## src/rtl/rv64_trap_ctrl_if.sv

```systemverilog
// Bundle between the commit stage / CSR regfile and the trap sequencer.
// master = pipeline and regfile side, slave = rv64_trap_ctrl.
interface rv64_trap_ctrl_if #(
    parameter int XLEN = 64
);
    logic            trap_valid_i;
    logic [XLEN-1:0] trap_cause_i;
    logic [XLEN-1:0] trap_pc_i;
    logic [XLEN-1:0] trap_tval_i;
    logic            mret_valid_i;
    logic [XLEN-1:0] commit_pc_i;
    logic            commit_valid_i;
    logic            irq_timer_i;
    logic            mie_mtie_i;
    logic [XLEN-1:0] csr_mstatus_readdata_i;
    logic [XLEN-1:0] csr_mepc_readdata_i;
    logic [XLEN-1:0] csr_mtvec_readdata_i;

    logic [XLEN-1:0] csr_mstatus_writedata_o;
    logic [XLEN-1:0] csr_mepc_writedata_o;
    logic [XLEN-1:0] csr_mcause_writedata_o;
    logic [XLEN-1:0] csr_mtval_writedata_o;
    logic            csr_mstatus_write_valid_o;
    logic            csr_mepc_write_valid_o;
    logic            csr_mcause_write_valid_o;
    logic            csr_mtval_write_valid_o;
    logic            busy_o;
    logic            redirect_valid_o;
    logic [XLEN-1:0] redirect_pc_o;
    logic [1:0]      state_dbg;

    // Requests are single-cycle offers with no ready: they are taken only when
    // the sequencer is idle (busy_o low before the request); otherwise dropped.
    modport master (
        output trap_valid_i, trap_cause_i, trap_pc_i, trap_tval_i, mret_valid_i,
               commit_pc_i, commit_valid_i, irq_timer_i, mie_mtie_i,
               csr_mstatus_readdata_i, csr_mepc_readdata_i, csr_mtvec_readdata_i,
        input  csr_mstatus_writedata_o, csr_mepc_writedata_o, csr_mcause_writedata_o,
               csr_mtval_writedata_o, csr_mstatus_write_valid_o, csr_mepc_write_valid_o,
               csr_mcause_write_valid_o, csr_mtval_write_valid_o, busy_o,
               redirect_valid_o, redirect_pc_o, state_dbg
    );

    modport slave (
        input  trap_valid_i, trap_cause_i, trap_pc_i, trap_tval_i, mret_valid_i,
               commit_pc_i, commit_valid_i, irq_timer_i, mie_mtie_i,
               csr_mstatus_readdata_i, csr_mepc_readdata_i, csr_mtvec_readdata_i,
        output csr_mstatus_writedata_o, csr_mepc_writedata_o, csr_mcause_writedata_o,
               csr_mtval_writedata_o, csr_mstatus_write_valid_o, csr_mepc_write_valid_o,
               csr_mcause_write_valid_o, csr_mtval_write_valid_o, busy_o,
               redirect_valid_o, redirect_pc_o, state_dbg
    );
endinterface

```

## src/rtl/rv64_trap_ctrl.sv

```systemverilog
// Machine-mode trap sequencer: saves/restores trap CSRs, then issues a
// one-cycle fetch redirect while stalling the pipeline.
module rv64_trap_ctrl #(
    parameter int          XLEN        = 64,
    parameter int unsigned TIMER_CAUSE = 7
) (
    input logic              clk,
    input logic              rst,
    rv64_trap_ctrl_if.slave  bus
);
    localparam logic [XLEN-1:0] IRQ_CAUSE = {1'b1, (XLEN-1)'(TIMER_CAUSE)};

    typedef enum logic [1:0] {
        IDLE    = 2'd0,
        SAVE    = 2'd1,
        RESTORE = 2'd2,
        JUMP    = 2'd3
    } state_t;

    state_t          state;
    logic            is_irq;
    // Only the low cause bits survive the x4 vector offset modulo 2^XLEN.
    logic [XLEN-3:0] vec_idx;

    logic            irq_req;
    logic            accept;
    logic [XLEN-1:0] mstatus_rd;
    logic [XLEN-1:0] save_mstatus;
    logic [XLEN-1:0] restore_mstatus;
    logic [XLEN-1:0] trap_base;
    logic [XLEN-1:0] trap_target;

    always_comb begin
        mstatus_rd = bus.csr_mstatus_readdata_i;
        irq_req    = bus.irq_timer_i & bus.mie_mtie_i & mstatus_rd[3] & bus.commit_valid_i;
        accept     = (state == IDLE) & ~rst & (bus.trap_valid_i | bus.mret_valid_i | irq_req);
        bus.busy_o = (state != IDLE) | accept;

        save_mstatus        = mstatus_rd;
        save_mstatus[7]     = mstatus_rd[3];
        save_mstatus[3]     = 1'b0;
        save_mstatus[12:11] = 2'b11;

        restore_mstatus        = mstatus_rd;
        restore_mstatus[3]     = mstatus_rd[7];
        restore_mstatus[7]     = 1'b1;
        restore_mstatus[12:11] = 2'b11;

        trap_base   = {bus.csr_mtvec_readdata_i[XLEN-1:2], 2'b00};
        trap_target = trap_base;
        // Only mode 1 vectors, and only for interrupts; modes 2/3 act as direct.
        if (is_irq && (bus.csr_mtvec_readdata_i[1:0] == 2'b01)) begin
            trap_target = trap_base + {vec_idx, 2'b00};
        end
    end

    assign bus.state_dbg = state;

    always_ff @(posedge clk or posedge rst) begin
        if (rst) begin
            state                         <= IDLE;
            is_irq                        <= 1'b0;
            vec_idx                       <= '0;
            bus.csr_mstatus_writedata_o   <= '0;
            bus.csr_mepc_writedata_o      <= '0;
            bus.csr_mcause_writedata_o    <= '0;
            bus.csr_mtval_writedata_o     <= '0;
            bus.csr_mstatus_write_valid_o <= 1'b0;
            bus.csr_mepc_write_valid_o    <= 1'b0;
            bus.csr_mcause_write_valid_o  <= 1'b0;
            bus.csr_mtval_write_valid_o   <= 1'b0;
            bus.redirect_valid_o          <= 1'b0;
            bus.redirect_pc_o             <= '0;
        end else begin
            case (state)
                IDLE: begin
                    if (bus.trap_valid_i) begin
                        state                         <= SAVE;
                        is_irq                        <= 1'b0;
                        vec_idx                       <= bus.trap_cause_i[XLEN-3:0];
                        bus.csr_mstatus_write_valid_o <= 1'b1;
                        bus.csr_mepc_write_valid_o    <= 1'b1;
                        bus.csr_mcause_write_valid_o  <= 1'b1;
                        bus.csr_mtval_write_valid_o   <= 1'b1;
                        bus.csr_mstatus_writedata_o   <= save_mstatus;
                        bus.csr_mepc_writedata_o      <= {bus.trap_pc_i[XLEN-1:2], 2'b00};
                        bus.csr_mcause_writedata_o    <= bus.trap_cause_i;
                        bus.csr_mtval_writedata_o     <= bus.trap_tval_i;
                    end else if (bus.mret_valid_i) begin
                        state                         <= RESTORE;
                        is_irq                        <= 1'b0;
                        bus.csr_mstatus_write_valid_o <= 1'b1;
                        bus.csr_mstatus_writedata_o   <= restore_mstatus;
                    end else if (irq_req) begin
                        state                         <= SAVE;
                        is_irq                        <= 1'b1;
                        vec_idx                       <= IRQ_CAUSE[XLEN-3:0];
                        bus.csr_mstatus_write_valid_o <= 1'b1;
                        bus.csr_mepc_write_valid_o    <= 1'b1;
                        bus.csr_mcause_write_valid_o  <= 1'b1;
                        bus.csr_mtval_write_valid_o   <= 1'b1;
                        bus.csr_mstatus_writedata_o   <= save_mstatus;
                        bus.csr_mepc_writedata_o      <= {bus.commit_pc_i[XLEN-1:2], 2'b00};
                        bus.csr_mcause_writedata_o    <= IRQ_CAUSE;
                        bus.csr_mtval_writedata_o     <= '0;
                    end
                end
                SAVE: begin
                    state                         <= JUMP;
                    bus.csr_mstatus_write_valid_o <= 1'b0;
                    bus.csr_mepc_write_valid_o    <= 1'b0;
                    bus.csr_mcause_write_valid_o  <= 1'b0;
                    bus.csr_mtval_write_valid_o   <= 1'b0;
                    bus.csr_mstatus_writedata_o   <= '0;
                    bus.csr_mepc_writedata_o      <= '0;
                    bus.csr_mcause_writedata_o    <= '0;
                    bus.csr_mtval_writedata_o     <= '0;
                    bus.redirect_valid_o          <= 1'b1;
                    bus.redirect_pc_o             <= trap_target;
                end
                RESTORE: begin
                    // mepc is never written by the sequence, so this read is the return PC.
                    state                         <= JUMP;
                    bus.csr_mstatus_write_valid_o <= 1'b0;
                    bus.csr_mstatus_writedata_o   <= '0;
                    bus.redirect_valid_o          <= 1'b1;
                    bus.redirect_pc_o             <= bus.csr_mepc_readdata_i;
                end
                JUMP: begin
                    state                <= IDLE;
                    bus.redirect_valid_o <= 1'b0;
                    bus.redirect_pc_o    <= '0;
                end
                default: state <= IDLE;
            endcase
        end
    end
endmodule

```

## src/flat_wrapper.sv

```systemverilog
// flat-port wrapper written by rule: the top's interface ports become plain ports
module rv64_trap_ctrl_flat 
#(
    parameter int          XLEN        = 64,
    parameter int unsigned TIMER_CAUSE = 7
)
  (clk, rst, bus_trap_valid_i, bus_trap_cause_i, bus_trap_pc_i, bus_trap_tval_i, bus_mret_valid_i, bus_commit_pc_i, bus_commit_valid_i, bus_irq_timer_i, bus_mie_mtie_i, bus_csr_mstatus_readdata_i, bus_csr_mepc_readdata_i, bus_csr_mtvec_readdata_i, bus_csr_mstatus_writedata_o, bus_csr_mepc_writedata_o, bus_csr_mcause_writedata_o, bus_csr_mtval_writedata_o, bus_csr_mstatus_write_valid_o, bus_csr_mepc_write_valid_o, bus_csr_mcause_write_valid_o, bus_csr_mtval_write_valid_o, bus_busy_o, bus_redirect_valid_o, bus_redirect_pc_o, bus_state_dbg);
  rv64_trap_ctrl_if #(.XLEN(XLEN)) bus_i ();
  input logic clk;
  input logic rst;
  input wire logic [$bits(bus_i.trap_valid_i)-1:0] bus_trap_valid_i;
  input wire logic [$bits(bus_i.trap_cause_i)-1:0] bus_trap_cause_i;
  input wire logic [$bits(bus_i.trap_pc_i)-1:0] bus_trap_pc_i;
  input wire logic [$bits(bus_i.trap_tval_i)-1:0] bus_trap_tval_i;
  input wire logic [$bits(bus_i.mret_valid_i)-1:0] bus_mret_valid_i;
  input wire logic [$bits(bus_i.commit_pc_i)-1:0] bus_commit_pc_i;
  input wire logic [$bits(bus_i.commit_valid_i)-1:0] bus_commit_valid_i;
  input wire logic [$bits(bus_i.irq_timer_i)-1:0] bus_irq_timer_i;
  input wire logic [$bits(bus_i.mie_mtie_i)-1:0] bus_mie_mtie_i;
  input wire logic [$bits(bus_i.csr_mstatus_readdata_i)-1:0] bus_csr_mstatus_readdata_i;
  input wire logic [$bits(bus_i.csr_mepc_readdata_i)-1:0] bus_csr_mepc_readdata_i;
  input wire logic [$bits(bus_i.csr_mtvec_readdata_i)-1:0] bus_csr_mtvec_readdata_i;
  output wire logic [$bits(bus_i.csr_mstatus_writedata_o)-1:0] bus_csr_mstatus_writedata_o;
  output wire logic [$bits(bus_i.csr_mepc_writedata_o)-1:0] bus_csr_mepc_writedata_o;
  output wire logic [$bits(bus_i.csr_mcause_writedata_o)-1:0] bus_csr_mcause_writedata_o;
  output wire logic [$bits(bus_i.csr_mtval_writedata_o)-1:0] bus_csr_mtval_writedata_o;
  output wire logic [$bits(bus_i.csr_mstatus_write_valid_o)-1:0] bus_csr_mstatus_write_valid_o;
  output wire logic [$bits(bus_i.csr_mepc_write_valid_o)-1:0] bus_csr_mepc_write_valid_o;
  output wire logic [$bits(bus_i.csr_mcause_write_valid_o)-1:0] bus_csr_mcause_write_valid_o;
  output wire logic [$bits(bus_i.csr_mtval_write_valid_o)-1:0] bus_csr_mtval_write_valid_o;
  output wire logic [$bits(bus_i.busy_o)-1:0] bus_busy_o;
  output wire logic [$bits(bus_i.redirect_valid_o)-1:0] bus_redirect_valid_o;
  output wire logic [$bits(bus_i.redirect_pc_o)-1:0] bus_redirect_pc_o;
  output wire logic [$bits(bus_i.state_dbg)-1:0] bus_state_dbg;
  assign bus_i.trap_valid_i = bus_trap_valid_i;
  assign bus_i.trap_cause_i = bus_trap_cause_i;
  assign bus_i.trap_pc_i = bus_trap_pc_i;
  assign bus_i.trap_tval_i = bus_trap_tval_i;
  assign bus_i.mret_valid_i = bus_mret_valid_i;
  assign bus_i.commit_pc_i = bus_commit_pc_i;
  assign bus_i.commit_valid_i = bus_commit_valid_i;
  assign bus_i.irq_timer_i = bus_irq_timer_i;
  assign bus_i.mie_mtie_i = bus_mie_mtie_i;
  assign bus_i.csr_mstatus_readdata_i = bus_csr_mstatus_readdata_i;
  assign bus_i.csr_mepc_readdata_i = bus_csr_mepc_readdata_i;
  assign bus_i.csr_mtvec_readdata_i = bus_csr_mtvec_readdata_i;
  assign bus_csr_mstatus_writedata_o = bus_i.csr_mstatus_writedata_o;
  assign bus_csr_mepc_writedata_o = bus_i.csr_mepc_writedata_o;
  assign bus_csr_mcause_writedata_o = bus_i.csr_mcause_writedata_o;
  assign bus_csr_mtval_writedata_o = bus_i.csr_mtval_writedata_o;
  assign bus_csr_mstatus_write_valid_o = bus_i.csr_mstatus_write_valid_o;
  assign bus_csr_mepc_write_valid_o = bus_i.csr_mepc_write_valid_o;
  assign bus_csr_mcause_write_valid_o = bus_i.csr_mcause_write_valid_o;
  assign bus_csr_mtval_write_valid_o = bus_i.csr_mtval_write_valid_o;
  assign bus_busy_o = bus_i.busy_o;
  assign bus_redirect_valid_o = bus_i.redirect_valid_o;
  assign bus_redirect_pc_o = bus_i.redirect_pc_o;
  assign bus_state_dbg = bus_i.state_dbg;
  rv64_trap_ctrl #(.XLEN(XLEN), .TIMER_CAUSE(TIMER_CAUSE)) u_core (.clk(clk), .rst(rst), .bus(bus_i));
endmodule
```

## config.mk

```make
export PLATFORM = sky130hd
export DESIGN_NAME = rv64_trap_ctrl_flat
export DESIGN_NICKNAME = d
export VERILOG_FILES = /design/src/rtl/rv64_trap_ctrl_if.sv /design/src/rtl/rv64_trap_ctrl.sv /design/src/flat_wrapper.sv
export SDC_FILE = /design/constraint.sdc
export NUM_CORES = 1
export LEC_CHECK = 0
export ABC_AREA = 1
export ABC_CLOCK_PERIOD_IN_PS = 26000
export CAP_MARGIN = 0
export CORE_AREA = 2 2 303 305
export DETAILED_ROUTE_END_ITERATION = 16
export DIE_AREA = 0 0 305 307
export GPL_ROUTABILITY_DRIVEN = 0
export GPL_TIMING_DRIVEN = 0
export PLACE_DENSITY = 0.5
export SYNTH_ARGS = -nofsm -noshare
export SYNTH_HDL_FRONTEND = slang
export SYNTH_SLANG_ARGS = --single-unit
```

## constraint.sdc

```tcl
create_clock -name clk -period 26 [get_ports clk]
set_input_delay 3.9 -clock clk [delete_from_list [all_inputs] [get_ports clk]]
set_output_delay 3.9 -clock clk [all_outputs]
set_load 0.02 [all_outputs]
```

# Yosys cells after proc, flatten, opt, wreduce, memory -nomap -nowiden
# Cells that the tools add are included.
# Widths: inputs -> output; s select.
[classes] reduce_logical=14 n_mux=35 bitwise_logic=9 add_sub_neg=1 n_eq_ne=8
[ops] operator="$mux 64" count=13
[ops] operator="$pmux 64 s2" count=4
[ops] operator="$pmux 64 s3" count=1
[ops] operator="$mux 62" count=3
[ops] operator="$add 64x64->64" count=1
[ops] operator="$reduce_bool 2->1" count=5
[ops] operator="$mux 1" count=7
[ops] operator="$mux 2" count=3
[ops] operator="$pmux 1 s2" count=3
[ops] operator="$pmux 2 s3" count=1
[ops] operator="$reduce_and 3->1" count=2
[ops] operator="$reduce_bool 3->1" count=2
[ops] operator="$and 1x1->1" count=5
[ops] operator="$eq 2x1->1 const B" count=2
[ops] operator="$eq 2x2->1 const B" count=2
[ops] operator="$ne 4x3->1 const B" count=1
[ops] operator="$reduce_and 2->1" count=2
[ops] operator="$ne 3x2->1 const B" count=1
[ops] operator="$ne 3x3->1 const B" count=1
[ops] operator="$or 1x1->1" count=3
[ops] operator="$logic_not 2->1" count=1
[ops] operator="$ne 2x2->1 const B" count=1
[ops] operator="$reduce_or 2->1" count=1
[ops] operator="$logic_and 1x1->1" count=1
[ops] operator="$not 1->1" count=1
[word_totals] input_bits=455 register_bits=388 out_inout_bits=328

# Logic depth before layout (Yosys ltp)
[depth] word_depth=7 mapped_depth=17 mapped_depth_nobuf=17

# Worst setup path before layout
# Ideal clock, no wire load.
[synth_timing] path_type="input to output" startpoint="in bus_trap_valid_i" endpoint="out bus_busy_o" required_ps=22100 n_path_buf=1 stages=5 setup_slack_ps=17438 t_arrival_ps=4662 cell_sequence="buf_4 inv_2 nand2_1 nor2_1 o21ai_0"
[synth_between] elab_chain_len=4
[synth_lines] element="start: declaration" line="flat_wrapper.sv:11" rtl="input wire logic [$bits(bus_i.trap_valid_i)-1:0] bus_trap_valid_i;"
[synth_lines] element="$or 1x1->1 (2 in series)" line="rv64_trap_ctrl.sv:36" rtl="accept = (state == IDLE) & ~rst & (bus.trap_valid_i | bus.mret_valid_i | irq_req);"
[synth_lines] element="$and 1x1->1" line="rv64_trap_ctrl.sv:36"
[synth_lines] element="$or 1x1->1" line="rv64_trap_ctrl.sv:37" rtl="bus.busy_o = (state != IDLE) | accept;"
[synth_lines] element="end: declaration" line="flat_wrapper.sv:31" rtl="output wire logic [$bits(bus_i.busy_o)-1:0] bus_busy_o;"
# No other way between the ends.

# Worst setup path after layout
[layout_timing] startpoint="in bus_csr_mstatus_readdata_i[3]" endpoint="out bus_busy_o"
[layout_between] elab_chain_len=5
[layout_lines] element="start: declaration" line="flat_wrapper.sv:20" rtl="input wire logic [$bits(bus_i.csr_mstatus_readdata_i)-1:0] bus_csr_mstatus_readdata_i;"
[layout_lines] element="$and 1x1->1 (2 in series)" line="rv64_trap_ctrl.sv:35" rtl="irq_req = bus.irq_timer_i & bus.mie_mtie_i & mstatus_rd[3] & bus.commit_valid_i;"
[layout_lines] element="$or 1x1->1" line="rv64_trap_ctrl.sv:36"
[layout_lines] element="$and 1x1->1" line="rv64_trap_ctrl.sv:36"
[layout_lines] element="$or 1x1->1" line="rv64_trap_ctrl.sv:37"
# No other way between the ends.

==> run_results.csv <==
group,metric,value,unit
logic_synthesis,synth_seq_cells,384,
timing,tns,0,ns
clock_tree,cts.repair.resized,0,
pwr,internal_power,2.115,mW
logic_synthesis,ys_types,33,
job,cap_violations,0,
drt,first_pass_iters,5,
pwr,seqPwrFrac,0.247,
clock_tree,ctsRootBufferMaster,"clkbuf_16",
placed_design,place_area,0.03139,mm²
die,die-width,305,µm
timing,max_freq,0.1028,GHz
die,io_pins,783,
logic_synthesis,synthArstFlopShare,1.000,
timing,slew_viol_final,0,
drt,met1_length,49720,µm
pwr,vdd_drop_max,0.06210,mV
worst_setup_path,timing.rr.end,"u_core.bus.redirect_pc_o[6]$_DFFE_PP0P_",
logic_synthesis,yosys.area.top_type,"dfrtp_1",
worst_setup_path,crit_required,22.10,ns
placed_design,placedCellCount,5091,
global_routing,grt_overflow,0,
cells_and_area,instances_no_fill,5194,
drt,routed-wl-met2,57640,µm
logic_synthesis,netlist_instances,3127,
worst_setup_path,crit_path_max_fanout,3,
drt,post-route-drc-count,0,
worst_setup_path,crit_family,"buffers and inverters",
global_routing,grt_max_degree,121,
logic_synthesis,ys_top_cells_by_area,"dfrtp_1, nand2_1, inv_1, nor2_1, a21oi_1",
logic_synthesis,yosysSeqAreaShare,0.4359,
pwr,switching_share,0.4799,
clock_tree,cts.htree.levels,2,
pwr,switchingPower,1.951,mW
timing,relSlewSlack,0.1177,
global_routing,grt_usage,0.2487,
cells_and_area,finalNetCount,4477,
pwr,p_total,4.066,mW
clock_tree,clk_pin_slew_worst_paths,0.06,ns
pwr,combPwrFrac,0.578,
drt,routed_wl,119600,µm
clock_tree,cts_buffers,48,
min_path,min_to,"u_core.bus.redirect_pc_o[1]$_DFFE_PP0P_",
logic_synthesis,synth_edf_count,0,
cells_and_area,synthToLayoutAreaGrowth,49.98,%
cells_and_area,fin_area,0.03306,mm²
worst_setup_path,critPathBufInv,2,
logic_synthesis,ys_warn_count,0,
worst_setup_path,slowest_delay,0.83,ns
cells_and_area,multiInputGateArea,0.009657,mm²
worst_setup_path,reg2reg_depth,7,
min_path,hp-start,"u_core.bus.redirect_pc_o[1]$_DFFE_PP0P_",
timing,rsz0062_at_grt,"false",
worst_setup_path,reg2reg_slack,22.59,ns
cells_and_area,drive_above_1_share,0.04060,
global_routing,grt_pass1_wl,169000,µm
timing,worst_slew_pin_slew,1.323,ns
die,initial_core_util,0.2431,
worst_setup_path,worstReg2RegStart,"u_core.bus.state_dbg[0]$_DFFE_PP0P_",
drt,drtAntennaViolNets,0,
cells_and_area,layout_commonest_cell,"nand2_1",
clock_tree,cts.path.max_buffers,3,
logic_synthesis,syn_avg_cell_area,7.050,µm²
global_routing,first_global_vias,23750,
die,die_area,0.09364,mm²
drt,drt-initial-drc-count,1482,
pwr,clkPwrFrac,0.175,
worst_setup_path,crit_chain,"clkdlybuf4s50_1, nand4_1, nand2_1, nor2_1, o21ai_0, clkdlybuf4s50_1",
timing,hold_viol_final,0,
die,num_rows,111,
worst_setup_path,crit_type,"input port to primary output",
drt,vias,23490,
placed_design,dp_hpwl,97770,µm
logic_synthesis,synthFlopType,"dfrtp_1",
clock_tree,cts_tree,"done",
die,design.core.area,0.09069,mm²
cells_and_area,nFillCells,9747,
placed_design,io_buffers,773,
worst_setup_path,cp-startpoint,"bus_csr_mstatus_readdata_i[3]",
timing,finClkSkew,0.01617,ns
worst_setup_path,cp-start-kind,"input port",
status,outcome,"finished clean",
drt,wl_per_cell,23.03,µm
clock_tree,hold_buffers,0,
worst_setup_path,crit_arrival,5.83,ns
cells_and_area,regArea,0.009609,mm²
logic_synthesis,synth_top_cell_area_share,0.4359,
timing,setup_violations,0,
clock_tree,clock-sinks,384,
clock_tree,clk_latency,0.60,ns
pwr,power.leakage,15.69,nW
worst_setup_path,cp_common_cell,"clkdlybuf4s50_1",
global_routing,antenna_found_initial,51,
min_path,holdPathStages,2,
cells_and_area,layout_common_cells,"nand2_1, clkdlybuf4s50_1, inv_1, nor2_1, dfrtp_1",
drt,via_per_inst,4.522,
timing,period_minus_slack,9.731,ns
drt,dr.max_layer_used,"met5",
die,fp.dieH,307,µm
drt,dr_wl_met3,9201,µm
clock_tree,cts_setup_buffers,0,
timing,fin_crit_sh,0.3743,
worst_setup_path,crit_slowest_cell,"clkdlybuf4s50_1",
min_path,hold_path_class,"register to register",
pwr,power.density,123.0,mW/mm²
worst_setup_path,end_kind,"primary output",
logic_synthesis,syn_area,0.02204,mm²
-- state kept, by name (all words and copies together), names as in the netlist --
| signal | count |
|---|---|
| u_core.bus.csr_mtval_writedata_o | 64 |
| u_core.bus.redirect_valid_o | 1 |
| u_core.vec_idx | 62 |
| u_core.bus.csr_mstatus_writedata_o | 63 |
| u_core.bus.csr_mcause_writedata_o | 64 |
| u_core.bus.state_dbg | 2 |
| u_core.is_irq | 1 |
| u_core.bus.csr_mcause_write_valid_o | 1 |
| u_core.bus.redirect_pc_o | 64 |
| u_core.bus.csr_mepc_writedata_o | 62 |
-- worst reg2reg max path, cell delays in order (launching register included) --
cell	delay, ns
dfrtp_1	0.42
inv_1	0.12
ha_1	0.37
inv_1	0.22
clkbuf_1	0.99
clkbuf_1	0.95
nor2_1	0.09
a21oi_1	0.17
-- routing by layer --
| layer | GRT usage | up-vias |
|---|---|---|
| met5 | 0 | - |
| met4 | 0.06424 | 20 |
| li1 | - | 11440 |
| met2 | 0.4263 | 744 |
| met3 | 0.07402 | 161 |
| met1 | 0.3033 | 11120 |
-- layout make-up --
class,count,share of cell area
well taps,1186,0.04488
inverters,574,0.06539
multi-input cells,2029,0.2921
repair buffers,777,0.2374
clock inverters,17,0.007909
flip-flops and latches,384,0.2906
diodes,18,0.001362
clock buffers,68,0.04132
plain buffers,141,0.01907
-- per-stage QoR --
stage	util	worst slack, ns	hold WS, ns
2_1_floorplan	-	11.43	0.4570
3_3_place_gp	0.3448	4.805	0.4658
3_5_place_dp	0.3461	16.28	0.4678
4_1_cts	0.3641	16.25	0.4813
5_1_grt	0.3644	16.22	0.5055
6_report	0.3646	16.27	0.4787
-- how the worst max path moves through the flow --
stage                                                                    to  cells after the start
final                                                            bus_busy_o                      6
after global routing                                             bus_busy_o                      6
after CTS                                                        bus_busy_o                      6
after detailed placement                                         bus_busy_o                      6
after global placement    u_core.bus.csr_mcause_writedata_o[24]$_DFFE_PP0P_                      2
after floorplan             u_core.bus.csr_mcause_write_valid_o$_DFFE_PP0P_                      1
-- Yosys cell counts (2+ instances only) --
library cell / count
dfrtp_1: 384
o21bai_1: 5
nand2_1: 854
buf_2: 54
o21ai_0: 157
o22ai_1: 128
buf_1: 5
xnor2_1: 6
nor3_2: 8
nand2_2: 5
a21oi_1: 170
nor2_2: 2
ha_1: 66
o21ai_1: 10
buf_4: 8
xor2_1: 23
clkbuf_1: 73
nor2_1: 428
nor3_1: 8
o32ai_1: 62
nand3_1: 75
inv_1: 572
o211ai_1: 4
nand4_1: 11
-- power by group through the flow --
stage / Clock [mW] / Sequential, mW / Combinational (mW)
2_1_floorplan: 0 / 1.21 / 1.07
3_3_place_gp: 0 / 1.01 / 2.35
3_5_place_dp: 0 / 1.01 / 2.36
4_1_cts: 0.732 / 1.01 / 2.36
5_1_grt: 0.753 / 1.03 / 2.55
6_report: 0.712 / 1.01 / 2.35
-- logic make-up (layout without fill, tap and decap cells) --
group	count (synthesis)	count (layout)	share of synthesized area
other	1	20	0.0001701
XOR/XNOR	29	29	0.01152
AND/OR/NAND/NOR	1394	1394	0.2469
buffers and inverters	715	1577	0.1262
adder cells (fa/ha/maj)	67	67	0.03837
flip-flops	384	384	0.4359
AO/OA/AOI/OAI	537	537	0.1409
Note: power is estimated with default switching activity, not from simulation.
